$ cat src/rtl/mem_bridge_pkg.sv
// mem_bridge_pkg: shared FSM states, LFSR constants and stall counter width for mem_stall_bridge
package mem_bridge_pkg;
  typedef enum logic [1:0] {IDLE, STALL, ACCESS, DONE} state_t;
  localparam logic [7:0] LFSR_POLY = 8'hB8;
  localparam int CNT_W = 8;
  function automatic logic [7:0] lfsr_step(input logic [7:0] v);
    return {1'b0, v[7:1]} ^ (v[0] ? LFSR_POLY : 8'h00);
  endfunction
endpackage

$ cat src/rtl/stall_lfsr.sv
// stall_lfsr: 8-bit Galois LFSR (x^8+x^6+x^5+x^4+1) that advances when en is high
module stall_lfsr
  import mem_bridge_pkg::*;
(
  input  logic       clk,
  input  logic       reset_n,
  input  logic       en,
  input  logic [7:0] seed,
  output logic [7:0] value
);
  always_ff @(posedge clk or negedge reset_n)
    if (!reset_n) value <= seed;
    else if (en) value <= lfsr_step(value);
endmodule

$ cat src/rtl/mem_stall_bridge.sv
// mem_stall_bridge: registers CPU requests, inserts waitrequest stalls, issues one RAM access per request.
// Define STALL_LFSR_EN to draw the per-transaction stall from an LFSR instead of STALL_CYCLES.
module mem_stall_bridge
  import mem_bridge_pkg::*;
#(
  parameter logic [7:0] STALL_CYCLES = 8'd2,
  parameter logic [7:0] STALL_MASK   = 8'h07,
  parameter logic [7:0] LFSR_SEED    = 8'hA5
) (
  input  logic        clk,
  input  logic        reset_n,
  input  logic        cpu_active,
  input  logic [31:0] cpu_address,
  input  logic        cpu_read,
  input  logic        cpu_write,
  input  logic [3:0]  cpu_byteenable,
  input  logic [31:0] cpu_writedata,
  output logic        cpu_waitrequest,
  output logic [31:0] cpu_readdata,
  output logic        mem_active,
  output logic [31:0] mem_address,
  output logic        mem_read_en,
  output logic        mem_wr_en,
  output logic [3:0]  mem_byte_en,
  output logic        mem_waitrequest,
  output logic [31:0] mem_data_in,
  input  logic [31:0] mem_data_out,
  output logic        bus_err,
  output logic [31:0] txn_count
);
  state_t state, state_nx;
  logic [CNT_W-1:0] cnt, stall;
  logic wr_q;
  logic [31:0] rd_q;
  logic req, accept;
  assign req = cpu_read | cpu_write;
  assign accept = (state == IDLE) & req;
`ifdef STALL_LFSR_EN
  logic [7:0] lfsr;
  logic unused_cfg;
  assign unused_cfg = ^STALL_CYCLES;
  stall_lfsr u_lfsr (.clk(clk), .reset_n(reset_n), .en(accept), .seed(LFSR_SEED), .value(lfsr));
  // the stall is taken from the value the LFSR advances to on this accept
  assign stall = lfsr_step(lfsr) & STALL_MASK;
`else
  logic unused_cfg;
  assign unused_cfg = ^{STALL_MASK, LFSR_SEED};
  assign stall = STALL_CYCLES;
`endif
  always_comb begin
    state_nx = state;
    unique case (state)
      IDLE:    state_nx = req ? ((stall != '0) ? STALL : ACCESS) : IDLE;
      STALL:   state_nx = (cnt == CNT_W'(1)) ? ACCESS : STALL;
      ACCESS:  state_nx = DONE;
      DONE:    state_nx = IDLE;
      default: state_nx = IDLE;
    endcase
  end
  always_ff @(posedge clk or negedge reset_n)
    if (!reset_n) begin
      state       <= IDLE;
      cnt         <= '0;
      wr_q        <= 1'b0;
      rd_q        <= '0;
      mem_address <= '0;
      mem_byte_en <= '0;
      mem_data_in <= '0;
      mem_active  <= 1'b1;
      bus_err     <= 1'b0;
      txn_count   <= '0;
    end else begin
      state      <= state_nx;
      bus_err    <= bus_err | (cpu_read & cpu_write);
      // a falling cpu_active waits for the bus to drain before reaching the RAM
      mem_active <= cpu_active | (mem_active & ~((state == IDLE) & ~req));
      if (accept) begin
        mem_address <= cpu_address;
        mem_byte_en <= cpu_byteenable;
        mem_data_in <= cpu_writedata;
        wr_q        <= cpu_write;
        cnt         <= stall;
      end else if (state == STALL) cnt <= cnt - CNT_W'(1);
      if (state == DONE) begin
        txn_count <= txn_count + 32'd1;
        if (!wr_q) rd_q <= mem_data_out;
      end
    end
  assign cpu_waitrequest = req & (state != DONE);
  assign cpu_readdata    = ((state == DONE) & ~wr_q) ? mem_data_out : rd_q;
  assign mem_read_en     = (state == ACCESS) & ~wr_q;
  assign mem_wr_en       = (state == ACCESS) & wr_q;
  assign mem_waitrequest = state != ACCESS;
endmodule

$ cat config.mk
export PLATFORM = sky130hd
export DESIGN_NAME = mem_stall_bridge
export DESIGN_NICKNAME = d
export VERILOG_FILES = /design/src/rtl/mem_bridge_pkg.sv /design/src/rtl/stall_lfsr.sv /design/src/rtl/mem_stall_bridge.sv
export SDC_FILE = /design/constraint.sdc
export NUM_CORES = 1
export LEC_CHECK = 0
export BUFFER_PORTS_ARGS = -buffer_cell sky130_fd_sc_hd__buf_4
export CAP_MARGIN = 10
export CORE_AREA = 2 2 124 126
export DETAILED_ROUTE_END_ITERATION = 12
export DIE_AREA = 0 0 126 128
export PLACE_DENSITY_LB_ADDON = 0.3
export SYNTH_ARGS = -nofsm -noshare
export SYNTH_HDL_FRONTEND = slang
export SYNTH_SLANG_ARGS = --single-unit
$ cat constraint.sdc
create_clock -name clk -period 1.7 [get_ports clk]
set_input_delay 0.17 -clock clk [delete_from_list [all_inputs] [get_ports clk]]
set_output_delay 0.17 -clock clk [all_outputs]
set_load 0.02 [all_outputs]
Yosys cells after proc, flatten, opt, wreduce, memory -nomap -nowiden
Cells that the tools add are included.

word-level totals
  register bits = 145
  latch bits = 0
  RAM bits = 0
  bits in read-only memories = 0
  input bits = 105
  output and inout port bits = 138
  word-level logic and storage cells = 41
  memories kept = 0

operators by class
  add/sub/neg operators = 2
  multiply operators = 0
  div/mod/pow operators = 0
  magnitude comparators = 0
  eq/ne operators = 6
  shifts and indexed selects = 0
  mux-type cells = 6
  bitwise logic cells = 14
  reduce and logical (&&, ||, !) cells = 3

operators by type and width
  kind                                                                   number
  32-bit by 1-bit adder with 32-bit output, second input constant        1
  32-bit 2-to-1 mux                                                      1
  8-bit 2-to-1 mux                                                       2
  1-bit bitwise AND                                                      8
  8-bit by 1-bit equality test with 1-bit output, second input constant  1
  2-bit case mux with 4 select lines                                     1
  8-bit by 1-bit subtractor with 8-bit output, second input constant     1
  2-bit equality test, second input constant                             2
  2-bit != test, second input constant                                   2
  1-bit inverter                                                         3
  1-bit bitwise OR                                                       3
  2-bit by 1-bit equality test with 1-bit output, second input constant  1
  2-bit logical NOT                                                      1
  2-bit 2-to-1 mux                                                       1
  2-bit AND reduction                                                    1
  2-bit nonzero test                                                     1
  1-bit 2-to-1 mux                                                       1

Longest topological paths before layout
Gate-level depths: netlist of run 1.

  word-level depth = 6
  gate-level depth with buffers = 7
  gate-level depth less buffers = 5

Least setup slack after synthesis of run 1
No wires, ideal clock.

  path kind = register to register
  start point = register cnt[3]
  end point = register state[0]
  library setup time = 0.120 ns
  arrival = 1.648 ns
  data required time = 1.580 ns
  slack = -0.067 ns
  cell stages (with the launch flop) = 4
  path buffers = 0
  period minus slack after synthesis = 1.767 ns
  path through = dfrtp_1 -> or4_4 -> or4b_4 -> a31o_1

between the ends
  cells in the longest elaborated chain, start to end = 3

RTL lines
  what                                            line                    source
  start, declared                                 mem_stall_bridge.sv:32  logic [CNT_W-1:0] cnt, stall;
  start signal, assigned                          mem_stall_bridge.sv:82  cnt <= stall;
  start signal, assigned                          mem_stall_bridge.sv:83  end else if (state == STALL) cnt <= cnt - CNT_W'(1);
  8-bit by 1-bit equality test with 1-bit output  mem_stall_bridge.sv:54  STALL: state_nx = (cnt == CNT_W'(1)) ? ACCESS : STALL;
  2-bit 2-to-1 mux                                mem_stall_bridge.sv:54
  2-bit case mux with 4 select lines              mem_stall_bridge.sv:52  unique case (state)
  via state_nx[0]                                 mem_stall_bridge.sv:31  state_t state, state_nx;
  end signal, assigned                            mem_stall_bridge.sv:73  state <= state_nx;
  end, declared                                   mem_stall_bridge.sv:31

The timed path passes the listed nets, and every way through them passes these cells.
A chain may end at the register's enable or synchronous reset.

==> results of run 1 <==
[what timing repair did]
item                       in CTS  in global routing
pin swaps                       4                  8
gates cloned                    3                  0
setup endpoints to repair      33                 46
hold endpoints to repair      130                  0
setup buffers                  23                  3
hold buffers                   85                  0
gates resized for setup        79                 14
[final timing paths]
check                                          start                         end  slack (ns)  cells after the start
setup / recovery                                flop             cpu_readdata[1]       -0.23                      6
hold / removal                       mem_data_out[0]         rd_q[0]$_DFFE_PN0N_        0.01                      2
setup reg to reg                  cnt[3]$_DFFE_PN0P_          state[0]$_DFF_PN0_       -0.06                      3
hold reg to reg            txn_count[31]$_DFFE_PN0N_   txn_count[31]$_DFFE_PN0N_        0.46                      1
max in group asynchronous                    reset_n  mem_address[0]$_DFFE_PN0P_        0.79                      3
min in group asynchronous                    reset_n   txn_count[11]$_DFFE_PN0N_        0.27                      2
[metal layers]
metal | global-route usage | vias to the layer above
li1 | - | 2545
met1 | 0.266 | 2584
met2 | 0.396 | 229
met3 | 0.0689 | 40
met5 | 0 | -
met4 | 0.0944 | 0
[state kept, by name, indices dropped and copies added (netlist names), named ones only]
| signal | cells |
|---|---|
| bus_err | 1 |
| state | 1 |
| mem_address | 32 |
| wr_q | 1 |
| cnt | 8 |
| mem_data_in | 32 |
| txn_count | 32 |
| mem_active | 1 |
| rd_q | 32 |
| mem_byte_en | 4 |
[cell type report]
class | instances | share of cell area
clock inverter | 13 | 0.0202
timing repair buffer | 388 | 0.330
sequential | 145 | 0.355
multi-input combinational | 372 | 0.225
tap | 188 | 0.0230
inverter | 9 | 0.00330
clock buffer | 19 | 0.0433
[through the flow]
stage / setup slack [ns] / power, mW / util
6_report: -0.226 / 8.86 / 0.688
3_5_place_dp: -0.0449 / 4.56 / 0.548
5_1_grt: -0.284 / 9.21 / 0.688
3_3_place_gp: -0.0228 / 4.54 / 0.548
4_1_cts: -0.238 / 8.91 / 0.686
2_1_floorplan: -0.0465 / 4.02 / -
[cells in the final DEF (no fill, tap or decap), types with 4 or more instances in the layout]
cell,instances
nand4_1,7
clkbuf_16,17
nand3_1,9
nor2_1,8
buf_4,259
buf_6,36
and4_1,4
nand2_1,224
dlygate4sd3_1,85
inv_1,8
mux2_4,32
buf_12,6
bufinv_16,5
dfrtp_1,141
nor3_1,6
xor2_1,12
xnor2_1,19
[power by group]
group	leakage (nW)	internal (mW)	switching [mW]
sequential	1.80	3.59	0.0778
clock	0.314	2.65	1.44
combinational	3.24	0.604	0.499
total	5.36	6.85	2.02
[kinds of logic after synthesis]
family,synth area share
fa+ha+maj,0.00644
simple gates,0.216
buf+inv,0.0228
mux,0.0689
flops,0.623
compound gates,0.0159
xor+xnor,0.0466
==> impl_metrics.csv, run 1 <==
group,metric,value,unit
floorplan,fp.coreArea,14900,sq um
sta,period_needed,1.93,ns
worst_hold_path,hold_path_class,"in -> reg",
status,status,"finished, violations left",
sta,timing_hold_violations_final,0,
clock_tree,htree_levels,4,
global_routing,grt_max_degree,69,
global_routing,grt_pass1_vias,5889,
global_routing,grtUsageTotal,0.229,
logic_synthesis,synth.largest_area_cell,"dfrtp_1",
placed_design,numPlacedInstances,991,
routing,wl_met3,1310,um
clock_tree,clock-sinks,145,
clock_tree,clockRootBuffer,"clkbuf_16",
logic_synthesis,async_flop_share,1.00,
logic_synthesis,yosysSeqAreaShare,0.623,
sta,tns,-5.74,ns
routing,antenna_left,0,
placed_design,place_congestion,0.776,
sta,hold_ws,0.0149,ns
critical_path,critPathArrivalTime,1.76,ns
critical_path,start_kind,"flop",
finish,final.fill_count,1045,
critical_path,max_stage_delay,0.37,ns
floorplan,boundaryPins,243,
critical_path,crit_path_end_kind,"output port",
logic_synthesis,ys_warn_count,0,
finish,final_nets,1041,
logic_synthesis,syn_area_per_cell,10.6,sq um
routing,topRoutingLayerUsed,"met4",
finish,fin_cells,1134,
routing,detail_route.vias_per_cell,4.76,
floorplan,die_h,128,um
finish,drive_above_1_share,0.420,
critical_path,path_cells,"and2_4 > nand2_8 > buf_12 > buf_16 > mux2_4 > buf_6",
critical_path,critPathBufInv,3,
finish,multi_input_area,2300,sq um
clock_tree,cts_buffers,17,
sta,rsz0062_at_grt,"yes",
routing,wl_met1,7210,um
critical_path,path_delay_family,"buffers and inverters",
critical_path,crit_required,1.53,ns
clock_tree,tritoncts,"done",
logic_synthesis,synth.area.top_cells,"dfrtp_1, nand2_1, mux2_2, xnor2_1, xor2_1",
status,violations,"negative setup slack",
finish,area_growth,75.5,%
routing,wl_met2,9240,um
logic_synthesis,synthesis.nets,658,
logic_synthesis,synth_top_area_share,0.618,
routing,drc,0,
placed_design,dp_hpwl,10600,um
global_routing,overflow,0,
power,p_per_area,867,nW/um^2
critical_path,crit_path_max_fanout,8,
sta,fin_ws,-0.226,ns
critical_path,cp_slowest_cell,"dfrtp_1",
routing,dr.pass1.iters,4,
finish,n_antenna_cell,0,
job,cap_violations,0,
sta,worst_pin_slew,0.619,ns
critical_path,crit_type,"reg -> out",
logic_synthesis,yosysUniqueCellTypes,40,
floorplan,die_w,126,um
placed_design,port_buffers,242,
logic_synthesis,netlist_instances,550,
power,p_leak,5.36,nW
floorplan,fp-row-count,45,
logic_synthesis,ys_seq_elements,145,
sta,setup_violations,33,
global_routing,antenna_found_initial,0,
floorplan,initial_utilization,0.392,
finish,regArea,3630,sq um
sta,slew_viol_final,0,
logic_synthesis,synthFlopType,"dfrtp_1",
floorplan,die-area,16100,sq um
finish,fin_area,10200,sq um
logic_synthesis,synth_most_common_cell,"nand2_1",
clock_tree,clockBufferDepth,2,
logic_synthesis,syn_area,5830,sq um
sta,finClkSkew,0.00598,ns
logic_synthesis,synthTopCellsByCount,"nand2_1, dfrtp_1, mux2_2",
clock_tree,clk_pin_slew,0.06,ns
placed_design,dpl_cell_area,8140,sq um
global_routing,grt_pass1_wl,29100,um
sta,slew_headroom,0.586,
routing,num_vias,5398,
routing,dr.first_iter.drc_count,262,
sta,period_share,1.13,
routing,wl,18200,um
routing,wl_per_cell,16.1,um
power,vdd_drop_max,632,uV
logic_synthesis,synth-edff-count,0,
sta,fmax,519,MHz
clock_tree,clkLatencyLatePin,0.41,ns
(Power assumes the default switching activity.)
==> run 2, diff against run 1 <==
==> constraint.sdc (replaced) <==
create_clock -name clk -period 1.7 [get_ports clk]
set_input_delay 0 -clock clk [delete_from_list [all_inputs] [get_ports clk]]
set_output_delay 0 -clock clk [all_outputs]
set_load 0.02 [all_outputs]
==> run 2 against run 1 <==
- the flow still finishes with violations (negative setup slack)
- worst setup slack improved by 0.16 ns
- hold slack improved by 0.077 ns
- via count increased by 2.4%
- total power increased by 0.71%
- sequential power about the same
- critical endpoint is now cpu_readdata[13]
- largest power group unchanged
==> impl_metrics.csv, run 2 (synthesized netlist as in run 1, its figures left out) <==
group,metric,value,unit
status,status,"finished, violations left",
status,violations,"negative setup slack",
global_routing,overflow,0,
placed_design,place_ws,-0.0617,ns
global_routing,use_met3,0.0647,
critical_path,crit_type,"reg -> out",
clock_tree,htree_levels,4,
sta,rsz0062_at_grt,"yes",
critical_path,rr_worst_depth,3,
routing,detail_route.vias_per_cell,4.80,
global_routing,antenna_found_initial,0,
finish,area_growth,78.1,%
sta,slew_headroom,0.700,
critical_path,crit_path_end_kind,"output port",
global_routing,use_met2,0.414,
floorplan,fp.coreArea,14900,sq um
routing,dr.pass1.iters,4,
clock_tree,clockBufferDepth,2,
sta,worst_pin_slew,0.450,ns
sta,slew_viol_final,0,
critical_path,critPathArrivalTime,1.77,ns
power,p_per_area,860,nW/um^2
finish,n_antenna_cell,0,
clock_tree,tritoncts,"done",
routing,num_vias,5525,
global_routing,grt_pass1_vias,5934,
finish,final_nets,1058,
placed_design,place_congestion,0.780,
power,p_leak,5.38,nW
critical_path,path_cells,"and2_4 > nand2_8 > buf_12 > buf_16 > mux2_4 > buf_6",
routing,dr.first_iter.drc_count,310,
placed_design,port_buffers,242,
clock_tree,clockRootBuffer,"clkbuf_16",
sta,finClkSkew,0.00626,ns
sta,timing_hold_violations_final,0,
floorplan,die_w,126,um
clock_tree,clkLatencyLatePin,0.41,ns
worst_hold_path,hold_path_class,"in -> async",
job,cap_violations,0,
critical_path,max_stage_delay,0.41,ns
routing,antenna_left,0,
power,vdd_drop_max,627,uV
global_routing,met1_usage,0.280,
routing,drc,0,
clock_tree,clk_pin_slew,0.06,ns
clock_tree,clock-sinks,145,
routing,wl_per_cell,16.5,um
sta,fin_ws,-0.0657,ns
clock_tree,cts_buffers,17,
sta,setup_violations,21,
critical_path,start_kind,"flop",
finish,most-common-layout-cells,"buf_4, nand2_1, dfrtp_1",
floorplan,die-area,16100,sq um
floorplan,die_h,128,um
global_routing,grt_busiest_layer,"met2",
sta,period_needed,1.77,ns
critical_path,cp.depth,6,
finish,drive_above_1_share,0.409,
critical_path,crit_path_max_fanout,8,
global_routing,grtUsageTotal,0.236,
critical_path,cp_slowest_cell,"dfrtp_2",
critical_path,path_delay_family,"flip-flops",
floorplan,initial_utilization,0.392,
global_routing,grt_max_degree,69,
critical_path,crit_required,1.70,ns
sta,fmax,566,MHz
floorplan,boundaryPins,243,
finish,layout_commonest_cell,"buf_4",
sta,hold_ws,0.0920,ns
finish,final.fill_count,1017,
critical_path,critPathBufInv,3,
placed_design,dp_hpwl,10900,um
global_routing,grt_pass1_wl,30100,um
routing,wl,19000,um
floorplan,fp-row-count,45,
sta,period_share,1.04,
[run 2: cell types whose count changed in the layout (fill, tap and decap cells not counted), sizes merged]
| cell | previous run | this run |
|---|---|---|
| clkinv | 4 | 6 |
| buf | 303 | 300 |
| clkbuf | 19 | 18 |
| dlygate4sd3 | 85 | 105 |
| inv | 11 | 10 |
[run 2: path summary, 6_finish.rpt]
kind                                              from  slack [ns]                           to
max                                 state[0]$_DFF_PN0_       -0.07             cpu_readdata[13]
min                                            reset_n        0.09    txn_count[28]$_DFFE_PN0N_
max reg2reg                         cnt[5]$_DFFE_PN0P_       -0.02           state[0]$_DFF_PN0_
min reg2reg                mem_address[29]$_DFFE_PN0P_        0.48  mem_address[29]$_DFFE_PN0P_
max in group asynchronous                      reset_n        0.92         mem_active$_DFF_PN1_
min in group clk                     cpu_byteenable[0]        0.32   mem_byte_en[0]$_DFFE_PN0P_
[run 2: worst register-to-register path: stages, from the launching register on]
cell and delay [ns]:
dfrtp_1 0.39, or4_4 0.54, or4b_4 0.49, a31o_1 0.19
[run 2: what timing repair did]
item                                    4_1_cts  5_1_grt
endpoints found under the setup margin       34       89
resized for setup                            79        8
pin swaps                                     3        3
buffers inserted                             20       11
cloned                                        3        0
hold buffers                                105        0
hold endpoints to repair                    247        0
[run 2: power breakdown]
group	switching [mW]	total, mW	internal (mW)
Combinational	0.514	1.15	0.631
Clock	1.47	4.11	2.64
Sequential	0.0775	3.67	3.59
[run 2: per-layer routing]
metal  vias to the layer above  part of all wire
met5                         -                 0
met4                         0             0.018
met3                        26             0.065
met2                       220              0.52
met1                      2699              0.40
li1                       2580                 -
[run 2: through the flow]
| stage | std cells | utilization | setup TNS [ns] | power (mW) | cell area [sq um] |
|---|---|---|---|---|---|
| global route | 1151 | 0.698 | -2.55 | 9.24 | 10400 |
| floorplan | 550 | - | -0.0465 | 4.02 | 5840 |
| CTS | 1142 | 0.693 | -2.31 | 8.98 | 10300 |
| detailed placement | 982 | 0.543 | -0.0617 | 4.56 | 8070 |
| finish | 1151 | 0.698 | -0.865 | 8.93 | 10400 |
| global placement | 982 | 0.543 | -0.0208 | 4.54 | 8070 |
[run 2: area by class of cell]
class,instances,area [sq um],area share
multi-input cells,372,2280,0.219
inverters,9,33.8,0.00325
flip-flops and latches,145,3630,0.350
clock inverters,14,211,0.0204
repair buffers,405,3550,0.342
well taps,188,235,0.0227
clock buffers,18,439,0.0423
